`src/rtl/emg_pkg.sv`:
```
// emg_pkg: shared definitions for the multichannel EMG synthesizer.
//   - default widths (channels, spike-count, sample, accumulator)
//   - frame-sequencer state encoding
//   - signed saturation helper used by the output formatter
package emg_pkg;

    localparam int EMG_NCH = 4;
    localparam int EMG_CW  = 9;
    localparam int EMG_DW  = 18;
    localparam int EMG_AW  = 36;

    typedef enum logic [1:0] {
        ST_IDLE = 2'd0,
        ST_CAPT = 2'd1,
        ST_RUN  = 2'd2,
        ST_DONE = 2'd3
    } emg_state_e;

    // Clamp a signed value into the range of a dw-bit signed number.
    // The caller detects clipping by comparing the result with the input.
    function automatic logic signed [63:0] emg_sat(input logic signed [63:0] v,
                                                   input int dw);
        logic signed [63:0] hi;
        logic signed [63:0] lo;
        hi = (64'sd1 <<< (dw - 1)) - 64'sd1;
        lo = -(64'sd1 <<< (dw - 1));
        if (v > hi) begin
            emg_sat = hi;
        end else if (v < lo) begin
            emg_sat = lo;
        end else begin
            emg_sat = v;
        end
    endfunction

endpackage

```
`src/rtl/emg_filter_core.sv`:
```
// emg_filter_core: single-channel, purely combinational filter step.
// Produces next low-pass/high-pass states and the band-passed sample
// e = lp' - hp' from one spike count and the current filter state.
// Ports:
//   cnt_i     unsigned spike count
//   lp_i/hp_i current low-pass / high-pass state (signed AW)
//   gain_i    stimulus scale, stim = cnt << gain
//   ls_i/hs_i low-pass / high-pass coefficient shifts (0 is legal)
//   lp_o/hp_o next filter states
//   e_o       unformatted sample (signed AW)
module emg_filter_core
    import emg_pkg::*;
#(
    parameter int CW = EMG_CW,
    parameter int AW = EMG_AW
) (
    input  logic [CW-1:0]        cnt_i,
    input  logic signed [AW-1:0] lp_i,
    input  logic signed [AW-1:0] hp_i,
    input  logic [3:0]           gain_i,
    input  logic [2:0]           ls_i,
    input  logic [3:0]           hs_i,
    output logic signed [AW-1:0] lp_o,
    output logic signed [AW-1:0] hp_o,
    output logic signed [AW-1:0] e_o
);

    logic signed [AW-1:0] stim;

    assign stim = $signed({{(AW-CW){1'b0}}, cnt_i}) << gain_i;

    // With a zero shift both filters collapse to the stimulus itself.
    assign hp_o = hp_i + (stim >>> hs_i) - (hp_i >>> hs_i);
    assign lp_o = lp_i - (lp_i >>> ls_i) + (stim >>> ls_i);
    assign e_o  = lp_o - hp_o;

endmodule

```
`src/rtl/emg_bank.sv`:
```
// emg_bank: time-multiplexed multichannel surface-EMG synthesizer.
// One frame = capture, NCH filter steps (one channel per cycle), publish.
// Ports:
//   clk, reset        clock, asynchronous active-high reset
//   i_spk_cnt         packed unsigned counts, channel k at [k*CW +: CW]
//   i_valid           frame strobe
//   i_gain_shift, i_lp_shift, i_hp_shift, i_sat_en   per-frame settings
//   emg_out           packed signed samples, channel k at [k*DW +: DW]
//   o_valid           one-cycle pulse, emg_out/o_sat fresh this cycle
//   o_busy            frame in progress
//   o_sat             per-channel clip flags of the last frame
//   o_overrun         sticky: a strobe arrived while busy
//
// Handshake: i_valid is a one-cycle strobe with no back-pressure. It is
// accepted only in IDLE; counts and settings are sampled on that same
// cycle. A strobe while o_busy is dropped and sets o_overrun. o_valid is
// a one-cycle pulse with no ready; emg_out holds until the next frame.
module emg_bank
    import emg_pkg::*;
#(
    parameter int NCH = EMG_NCH,
    parameter int CW  = EMG_CW,
    parameter int DW  = EMG_DW,
    parameter int AW  = EMG_AW
) (
    input  logic              clk,
    input  logic              reset,
    input  logic [NCH*CW-1:0] i_spk_cnt,
    input  logic              i_valid,
    input  logic [3:0]        i_gain_shift,
    input  logic [2:0]        i_lp_shift,
    input  logic [3:0]        i_hp_shift,
    input  logic              i_sat_en,
    output logic [NCH*DW-1:0] emg_out,
    output logic              o_valid,
    output logic              o_busy,
    output logic [NCH-1:0]    o_sat,
    output logic              o_overrun
);

    localparam int CHW = (NCH > 1) ? $clog2(NCH) : 1;

    emg_state_e           state_q;
    logic [CHW-1:0]       ch_q;
    logic [NCH*CW-1:0]    cnt_q;
    logic [3:0]           gain_q;
    logic [2:0]           ls_q;
    logic [3:0]           hs_q;
    logic                 sat_en_q;
    logic signed [AW-1:0] lp_q [NCH];
    logic signed [AW-1:0] hp_q [NCH];
    logic [DW-1:0]        stage_q [NCH];
    logic [NCH-1:0]       stage_sat_q;
    logic [NCH*DW-1:0]    emg_out_q;
    logic                 o_valid_q;
    logic [NCH-1:0]       o_sat_q;
    logic                 overrun_q;

    logic [CW-1:0]        cur_cnt;
    logic signed [AW-1:0] lp_d;
    logic signed [AW-1:0] hp_d;
    logic signed [AW-1:0] e_d;
    logic signed [63:0]   e_ext;
    logic signed [63:0]   e_clip;
    logic                 clip;
    logic [DW-1:0]        fmt;
    logic                 fmt_sat;

    assign cur_cnt = cnt_q[ch_q*CW +: CW];

    emg_filter_core #(
        .CW (CW),
        .AW (AW)
    ) u_core (
        .cnt_i  (cur_cnt),
        .lp_i   (lp_q[ch_q]),
        .hp_i   (hp_q[ch_q]),
        .gain_i (gain_q),
        .ls_i   (ls_q),
        .hs_i   (hs_q),
        .lp_o   (lp_d),
        .hp_o   (hp_d),
        .e_o    (e_d)
    );

    // Output formatting: clamp or plain truncation to DW bits.
    always_comb begin
        e_ext  = 64'(e_d);
        e_clip = emg_sat(e_ext, DW);
        clip   = (e_clip != e_ext);
        if (sat_en_q) begin
            fmt     = e_clip[DW-1:0];
            fmt_sat = clip;
        end else begin
            fmt     = e_d[DW-1:0];
            fmt_sat = 1'b0;
        end
    end

    always_ff @(posedge clk or posedge reset) begin
        if (reset) begin
            state_q     <= ST_IDLE;
            ch_q        <= '0;
            cnt_q       <= '0;
            gain_q      <= '0;
            ls_q        <= '0;
            hs_q        <= '0;
            sat_en_q    <= 1'b0;
            stage_sat_q <= '0;
            emg_out_q   <= '0;
            o_valid_q   <= 1'b0;
            o_sat_q     <= '0;
            overrun_q   <= 1'b0;
            for (int k = 0; k < NCH; k++) begin
                lp_q[k]    <= '0;
                hp_q[k]    <= '0;
                stage_q[k] <= '0;
            end
        end else begin
            o_valid_q <= 1'b0;
            if (i_valid && (state_q != ST_IDLE)) begin
                overrun_q <= 1'b1;
            end
            case (state_q)
                ST_IDLE: begin
                    // Sample on the accepting edge so CAPT works from stable copies.
                    if (i_valid) begin
                        cnt_q    <= i_spk_cnt;
                        gain_q   <= i_gain_shift;
                        ls_q     <= i_lp_shift;
                        hs_q     <= i_hp_shift;
                        sat_en_q <= i_sat_en;
                        state_q  <= ST_CAPT;
                    end
                end
                ST_CAPT: begin
                    ch_q    <= '0;
                    state_q <= ST_RUN;
                end
                ST_RUN: begin
                    lp_q[ch_q]        <= lp_d;
                    hp_q[ch_q]        <= hp_d;
                    stage_q[ch_q]     <= fmt;
                    stage_sat_q[ch_q] <= fmt_sat;
                    if (ch_q == CHW'(NCH - 1)) begin
                        // Publish on entry to DONE; the last channel bypasses
                        // its staging register, which is written this same edge.
                        for (int k = 0; k < NCH; k++) begin
                            if (k == NCH - 1) begin
                                emg_out_q[k*DW +: DW] <= fmt;
                                o_sat_q[k]            <= fmt_sat;
                            end else begin
                                emg_out_q[k*DW +: DW] <= stage_q[k];
                                o_sat_q[k]            <= stage_sat_q[k];
                            end
                        end
                        o_valid_q <= 1'b1;
                        state_q   <= ST_DONE;
                    end else begin
                        ch_q <= ch_q + 1'b1;
                    end
                end
                ST_DONE: begin
                    state_q <= ST_IDLE;
                end
                default: begin
                    state_q <= ST_IDLE;
                end
            endcase
        end
    end

    assign emg_out   = emg_out_q;
    assign o_valid   = o_valid_q;
    assign o_busy    = (state_q != ST_IDLE);
    assign o_sat     = o_sat_q;
    assign o_overrun = overrun_q;

endmodule

```
`config.mk`:
```
export PLATFORM = sky130hd
export DESIGN_NAME = emg_bank
export DESIGN_NICKNAME = d
export VERILOG_FILES = /design/src/rtl/emg_pkg.sv /design/src/rtl/emg_filter_core.sv /design/src/rtl/emg_bank.sv
export SDC_FILE = /design/constraint.sdc
export NUM_CORES = 2
export LEC_CHECK = 0
export ABC_AREA = 1
export CAP_MARGIN = 30
export CELL_PAD_IN_SITES_DETAIL_PLACEMENT = 1
export CELL_PAD_IN_SITES_GLOBAL_PLACEMENT = 1
export CORE_ASPECT_RATIO = 0.6
export CORE_UTILIZATION = 45
export DETAILED_ROUTE_END_ITERATION = 8
export PLACE_DENSITY_LB_ADDON = 0.1
export SYNTH_ARGS = -nofsm -noshare
export SYNTH_HDL_FRONTEND = slang
export SYNTH_SLANG_ARGS = --single-unit
```
`constraint.sdc`:
```
create_clock -name clk -period 17.95 [get_ports clk]
set_input_delay 2.6925 -clock clk [delete_from_list [all_inputs] [get_ports clk]]
set_output_delay 2.6925 -clock clk [all_outputs]
set_load 0.01 [all_outputs]
```
=== Yosys cells after proc, flatten, opt, wreduce, memory -nomap -nowiden ===
Cells that the tools add are included.

* Eq/ne operators: 8
* $add $sub $neg: 6
* Multipliers: 1
* Mux-type cells: 27
* Bitwise operators: 1
* Shift-type cells: 6
* Order comparisons: 6
* Reduce and logical (&&, ||, !) cells: 10

{| class="wikitable"
|+ Operators with widths
! operator !! count
|-
| 144-bit bitwise mux || 2
|-
| 36-bit 2-to-1 mux || 5
|-
| 36-bit binary-select mux with 2-bit select || 2
|-
| 64-bit 2-to-1 mux || 2
|-
| 36-bit subtractor || 3
|-
| 36-bit adder || 2
|-
| 72-bit bitwise mux || 1
|-
| 36-bit demux with 2-bit select || 1
|-
| 36-bit by 3-bit >>> shifter with 36-bit output || 2
|-
| 36-bit by 4-bit >>> shifter with 36-bit output || 2
|-
| 64-bit by 36-bit != test with 1-bit output || 1
|-
| 18-bit demux with 2-bit select || 1
|-
| 36-bit by 18-bit greater-than comparator with 1-bit output, second input constant || 1
|-
| 36-bit by 18-bit < comparator with 1-bit output, second input constant || 1
|-
| 18-bit 2-to-1 mux || 2
|-
| 36-bit by 7-bit indexed part select with 9-bit output || 1
|-
| 9-bit by 4-bit left shift with 36-bit output || 1
|-
| 2-bit one-hot mux with 4 select lines || 1
|-
| 2-bit AND reduction || 4
|-
| 2-bit equality test, second input constant || 3
|-
| 2-bit by 4-bit multiplier with 6-bit output, second input constant || 1
|-
| 2-bit 2-to-1 mux || 3
|-
| 2-bit != test, second input constant || 3
|-
| 4-bit bitwise mux || 1
|-
| 13 further kinds || 19
|}

* Input port bits: 51
* Flip-flop bits (word level): 494
* Logic and storage cells: 89
* Output and inout bits: 79

=== Logic depth before layout (Yosys ltp) ===
* Depth in word-level cells: 14
* Depth in mapped cells: 59

=== By module ===
From an unflattened synthesis, not the netlist that was laid out.

* Cell total of the unflattened synthesis: 4668
* Area, all modules: 33293.2 µm²

{| class="wikitable"
|+ By module, submodules not included
! module !! cells each !! area an instance (µm²) !! sequential area each (µm²) !! times used
|-
| emg_bank || 2245 || 20075.5 || 11886.4 || 1
|-
| emg_filter_core || 2423 || 13217.7 || 0.0 || 1
|}

=== Worst setup path before layout ===
Ideal clock, no wire load.

* Kind: reg-to-reg
* Start: reg ch_q[0]
* End: reg stage_q[23] (netlist bit)
* Stages on the path, launching flop included: 48
* Setup slack: 10.551 ns
* Data arrival time: 7.334 ns
* Period minus slack after synthesis: 7.399 ns
* Library setup time: 0.065 ns
* Cells stage by stage: dfrtp_1 > buf_2 > inv_1 > clkbuf_1 > buf_2 > nand2_1 > nand3_1 > nand2_1 > o21ai_0 > o21ai_0 > mux2i_1 > nand2_1 > nand2_1 > o21ai_0 > or2_2 > nand3_1 > o21ai_0 > fa_1 > (+12 left out) > a21o_1 > nand2_1 > nand2_1 > inv_1 > nor2_1 > nand3_1 > nand3_2 > nand2_1 > nand3_1 > nand2_2 > nor4_1 > nand4_1 > ha_1 > nand2_1 > inv_1 > o21ai_0 > nand2_1 > nand2_1

* Word-level cells in the longest chain between the ends: 13
* Elaborated cells between the ends (all ways): 30
* Classes of those cells: add/sub (5); mul (1); order compare (4); shift (6); mux (12); bitwise (1); reduce/logical (1)

{| class="wikitable"
|+ RTL lines
! item !! RTL line !! RTL
|-
| from (decl) || emg_bank.sv:44 || <nowiki>logic [CHW-1:0] ch_q;</nowiki>
|-
| from (signal assigned) || emg_bank.sv:160 || <nowiki>ch_q <= ch_q + 1'b1;</nowiki>
|-
| branches (longest 6 deep; another with 2-bit by 4-bit multiplier with 6-bit output) || -- ||
|-
| 36-bit adder (*) || emg_filter_core.sv:34 || <nowiki>assign lp_o = lp_i - (lp_i >>> ls_i) + (stim >>> ls_i);</nowiki>
|-
| net lp_d[4] || emg_bank.sv:60 || <nowiki>logic signed [AW-1:0] lp_d;</nowiki>
|-
| 36-bit subtractor (*) || emg_filter_core.sv:35 || <nowiki>assign e_o = lp_o - hp_o;</nowiki>
|-
| 36-bit by 18-bit < comparator with 1-bit output || emg_pkg.sv:29 || <nowiki>end else if (v < lo) begin</nowiki>
|-
| 64-bit 2-to-1 mux || emg_pkg.sv:29 ||
|-
| 64-bit 2-to-1 mux || emg_pkg.sv:27 || <nowiki>if (v > hi) begin</nowiki>
|-
| 18-bit 2-to-1 mux (*) || emg_bank.sv:91 || <nowiki>if (sat_en_q) begin</nowiki>
|-
| 72-bit bitwise mux (*) || emg_bank.sv:143 || <nowiki>stage_q[ch_q] <= fmt;</nowiki>
|-
| to (signal, indexed assignment) || emg_bank.sv:143 ||
|-
| to (decl) || emg_bank.sv:52 || <nowiki>logic [DW-1:0] stage_q [NCH];</nowiki>
|}

Mark *: on every way through the listed nets, which the timed path passes. The select of a mux whose other input is x is not followed.
A chain may end at the register's enable or synchronous reset.

=== Worst setup path in the final report ===
* Start: reg ch_q[1]
* End: reg emg_out_q[68], in the netlist emg_out[68]

* Word-level cells in the longest chain between the ends: 12
* Elaborated cells between the ends (all ways): 26
* Classes of those cells: add/sub (5); mul (1); order compare (2); eq/ne (1); shift (6); mux (9); bitwise (1); reduce/logical (1)

{| class="wikitable"
|+ RTL lines
! item !! RTL line !! RTL
|-
| branches (longest 6 deep; another with 2-bit by 4-bit multiplier with 6-bit output) || -- ||
|-
| 36-bit adder (*) || emg_filter_core.sv:34 ||
|-
| net lp_d[14] || emg_bank.sv:60 ||
|-
| 36-bit subtractor (*) || emg_filter_core.sv:35 ||
|-
| 36-bit by 18-bit < comparator with 1-bit output || emg_pkg.sv:29 ||
|-
| 64-bit 2-to-1 mux || emg_pkg.sv:29 ||
|-
| 64-bit 2-to-1 mux || emg_pkg.sv:27 ||
|-
| 18-bit 2-to-1 mux (*) || emg_bank.sv:91 ||
|-
| to (signal, indexed assignment) || emg_bank.sv:150 || <nowiki>emg_out_q[k*DW +: DW] <= fmt;</nowiki>
|-
| to (signal, indexed assignment) || emg_bank.sv:153 || <nowiki>emg_out_q[k*DW +: DW] <= stage_q[k];</nowiki>
|-
| to (decl) || emg_bank.sv:54 || <nowiki>logic [NCH*DW-1:0] emg_out_q;</nowiki>
|}

Marks and branches as above.

==> results.yml <==
run_status:
  status: "finished with violations"
  violations: "DRC"
logic_synthesis:
  synth_edf_count: 0
  synth_top_cells_by_count: "1948 x nand2_1, 644 x o21ai_0, 488 x inv_1"
  post-synth-top-count-cell: "nand2_1"
  ys_seq_elements: 475
  synth-main-ff-cell: "dfrtp_1"
  avgSynthCellArea_um2: 6.79
  yosys_warnings: 0
  ys_types: 55
  syn_inst: 4985
  yosysTopAreaCell: "dfrtp_1"
  yosys-top-cells-area: "dfrtp_1 35%, nand2_1 22%, o21ai_0 9.5%, inv_1 5.4%, ha_1 4.7%"
  ys_seq_area_share_pct: 35.1
  syn_area_um2: 33900
  syn-num-nets: 5211
  synth_top_area_share_pct: 35.1
  async_flop_share_pct: 100
cts:
  tritoncts: "done"
  cts_hold_buffers: 0
  cts.sinks: 475
  insertion_delay_ps: 630
  cts_root_buf: "clkbuf_16"
  clockBufferDepth: 3
  post_cts_buffers: 0
  clk_pin_slew_ps: 70
  numCtsBuffers: 49
  cts_resized: 0
  h-tree-depth: 2
drt:
  viasPerCell: 5.64
  firstDrtPassIters: 8
  ant_nets: 0
  drc_errors: 5
  drt-total-wl_mm: 131
  via_count: 33800
  wire_per_inst_um: 21.8
  drtIter0Drc: 3589
global_route:
  antenna_found_initial: 3
  grt.total_usage_pct: 34.2
  grt_pass1_vias: 33400
  grt_max_degree: 113
  grt_pass1_wl_mm: 203
  grt.overflow.total: 0
timing:
  timing.fmax_mhz: 90.3
  hold_violations: 0
  rsz0062_at_grt: "false"
  slew_violations: 0
  tns_ps: 0
  worstMarginPinSlew_ps: 1110
  finClkSkew_ps: 24.8
  setup_viol: 0
  fin_crit_ps: 11070
  timing.final.crit_share_pct: 61.7
  slew_headroom_pct: 25.4
placement:
  place_congestion: 1.00
  hpwl_mm: 98.6
  io_buffers: 129
die:
  boundaryPins: 130
  start_util_pct: 45.7
  rows: 77
  die_h_um: 214
  die_area_um2: 76400
  die_w_um: 356
  core_um2: 74100
worst_setup_path:
  cpMaxStageDelayCell: "xnor2_1"
  path_common_cell: "nand2_1"
  setup.worst_path.class: "reg2reg"
  start_kind: "flop"
  cp.arrival_ps: 11620
  required_ps: 18500
  crit_fanout: 44
  cp-end-kind: "flop"
  crit_path_max_incr_delay_ps: 880
cells_and_area:
  n_fill_cell: 9671
  multi_input_area_um2: 19200
  antenna_cells: 0
  nets: 5192
  drive_gt1_share_pct: 5.87
  register_area_um2: 11900
  post-route-util_pct: 50.7
  area_growth_pct: 11.0
worst_hold_path:
  hold_path_class: "reg2reg"
run:
  max_cap_violations: 0
==> metal layers <==
metal / GRT usage, % / part of all wire [%] / vias to the layer above
li1: - / - / 15900
met1: 54.6 / 51 / 16800
met2: 46.5 / 39 / 1005
met3: 7.40 / 8.5 / 144
met4: 6.22 / 1.6 / 6
met5: 0 / 0.027 / -
==> placed cells by master (no fill, tap or decap), types with 7 or more instances in the layout <==
cell / n
nand2_1: 1943
o21ai_0: 644
inv_1: 482
dfrtp_1: 468
nand3_1: 227
nor2_1: 202
a21oi_1: 155
clkdlybuf4s50_1: 129
ha_1: 126
mux2i_1: 58
nand2_2: 55
clkbuf_16: 51
fa_1: 49
nand4_1: 42
buf_4: 40
mux2_2: 37
xor2_1: 34
xnor2_1: 29
o21ai_1: 17
a31oi_1: 16
a32o_1: 16
nor2_2: 14
clkinv_2: 14
nor3_1: 13
nand3_2: 11
or2_2: 10
inv_2: 10
o211ai_1: 9
clkbuf_8: 8
nand2_4: 7
bufinv_16: 7
==> critical path, delay by kind of cell, from the launching register on <==
family / cells / cell delay [ps]
AND/OR/NAND/NOR: 22 / 3320
AO/OA/AOI/OAI: 10 / 2880
adder cells (fa/ha/maj): 4 / 1600
buffers and inverters: 5 / 1330
XOR/XNOR: 1 / 880
flip-flops: 1 / 690
multiplexers: 1 / 220
==> layout make-up <==
class	count	area share (%)
repair buffers	171	4.34
clock buffers	63	3.73
clock inverters	29	0.962
multi-input cells	3772	51.0
inverters	497	4.99
well taps	987	3.29
flip-flops and latches	475	31.7
==> metrics by stage <==
step | worst slack (ps) | hold slack, ps | cells | cell area (um2)
2_1_floorplan | 2010 | 442 | 4985 | 33900
3_3_place_gp | 7470 | 441 | 5898 | 35800
6_report | 6880 | 474 | 5994 | 37600
4_1_cts | 7240 | 471 | 5993 | 37600
3_5_place_dp | 7280 | 459 | 5901 | 35800
5_1_grt | 6250 | 486 | 5994 | 37600
==> kinds of logic (layout without fill, tap and decap cells) <==
| logic type | count (synthesis) | after routing | share of synthesized area (%) |
|---|---|---|---|
| AOI/OAI and AO/OA | 892 | 892 | 13.8 |
| xor gates and xnor gates | 63 | 63 | 1.63 |
| adders and majority gates | 175 | 175 | 7.55 |
| buffers and inverters | 738 | 760 | 8.39 |
| DFF | 475 | 475 | 35.1 |
| muxes | 95 | 95 | 2.94 |
| and+or+nand+nor | 2547 | 2547 | 30.6 |
==> state kept, by name, indices dropped and copies added, names as in the netlist, 2 cells and up <==
name and flops:
stage_q 54, hs_q 4, o_sat 4, stage_sat_q 3, emg_out 72, lp_q 144, hp_q 144, cnt_q 36
gain_q 4, ch_q 2, ls_q 3, state_q 2
==> final timing paths <==
check                                  from     endpoint  slack [ps]  cells past startpoint
worst max-delay path                ch_q[1]  emg_out[68]        6880                     43
worst min-delay path            stage_q[59]   emg_out[5]         470                      2
worst max register to register      ch_q[1]  emg_out[68]        6880                     43
worst min register to register  stage_q[59]   emg_out[5]         470                      2
max in group asynchronous             reset  emg_out[33]       12410                      5
min in group asynchronous             reset    cnt_q[34]        2610                      2
Power is not shown: default switching activity piles up to over one toggle a cycle in this logic, so the estimate is an artifact.
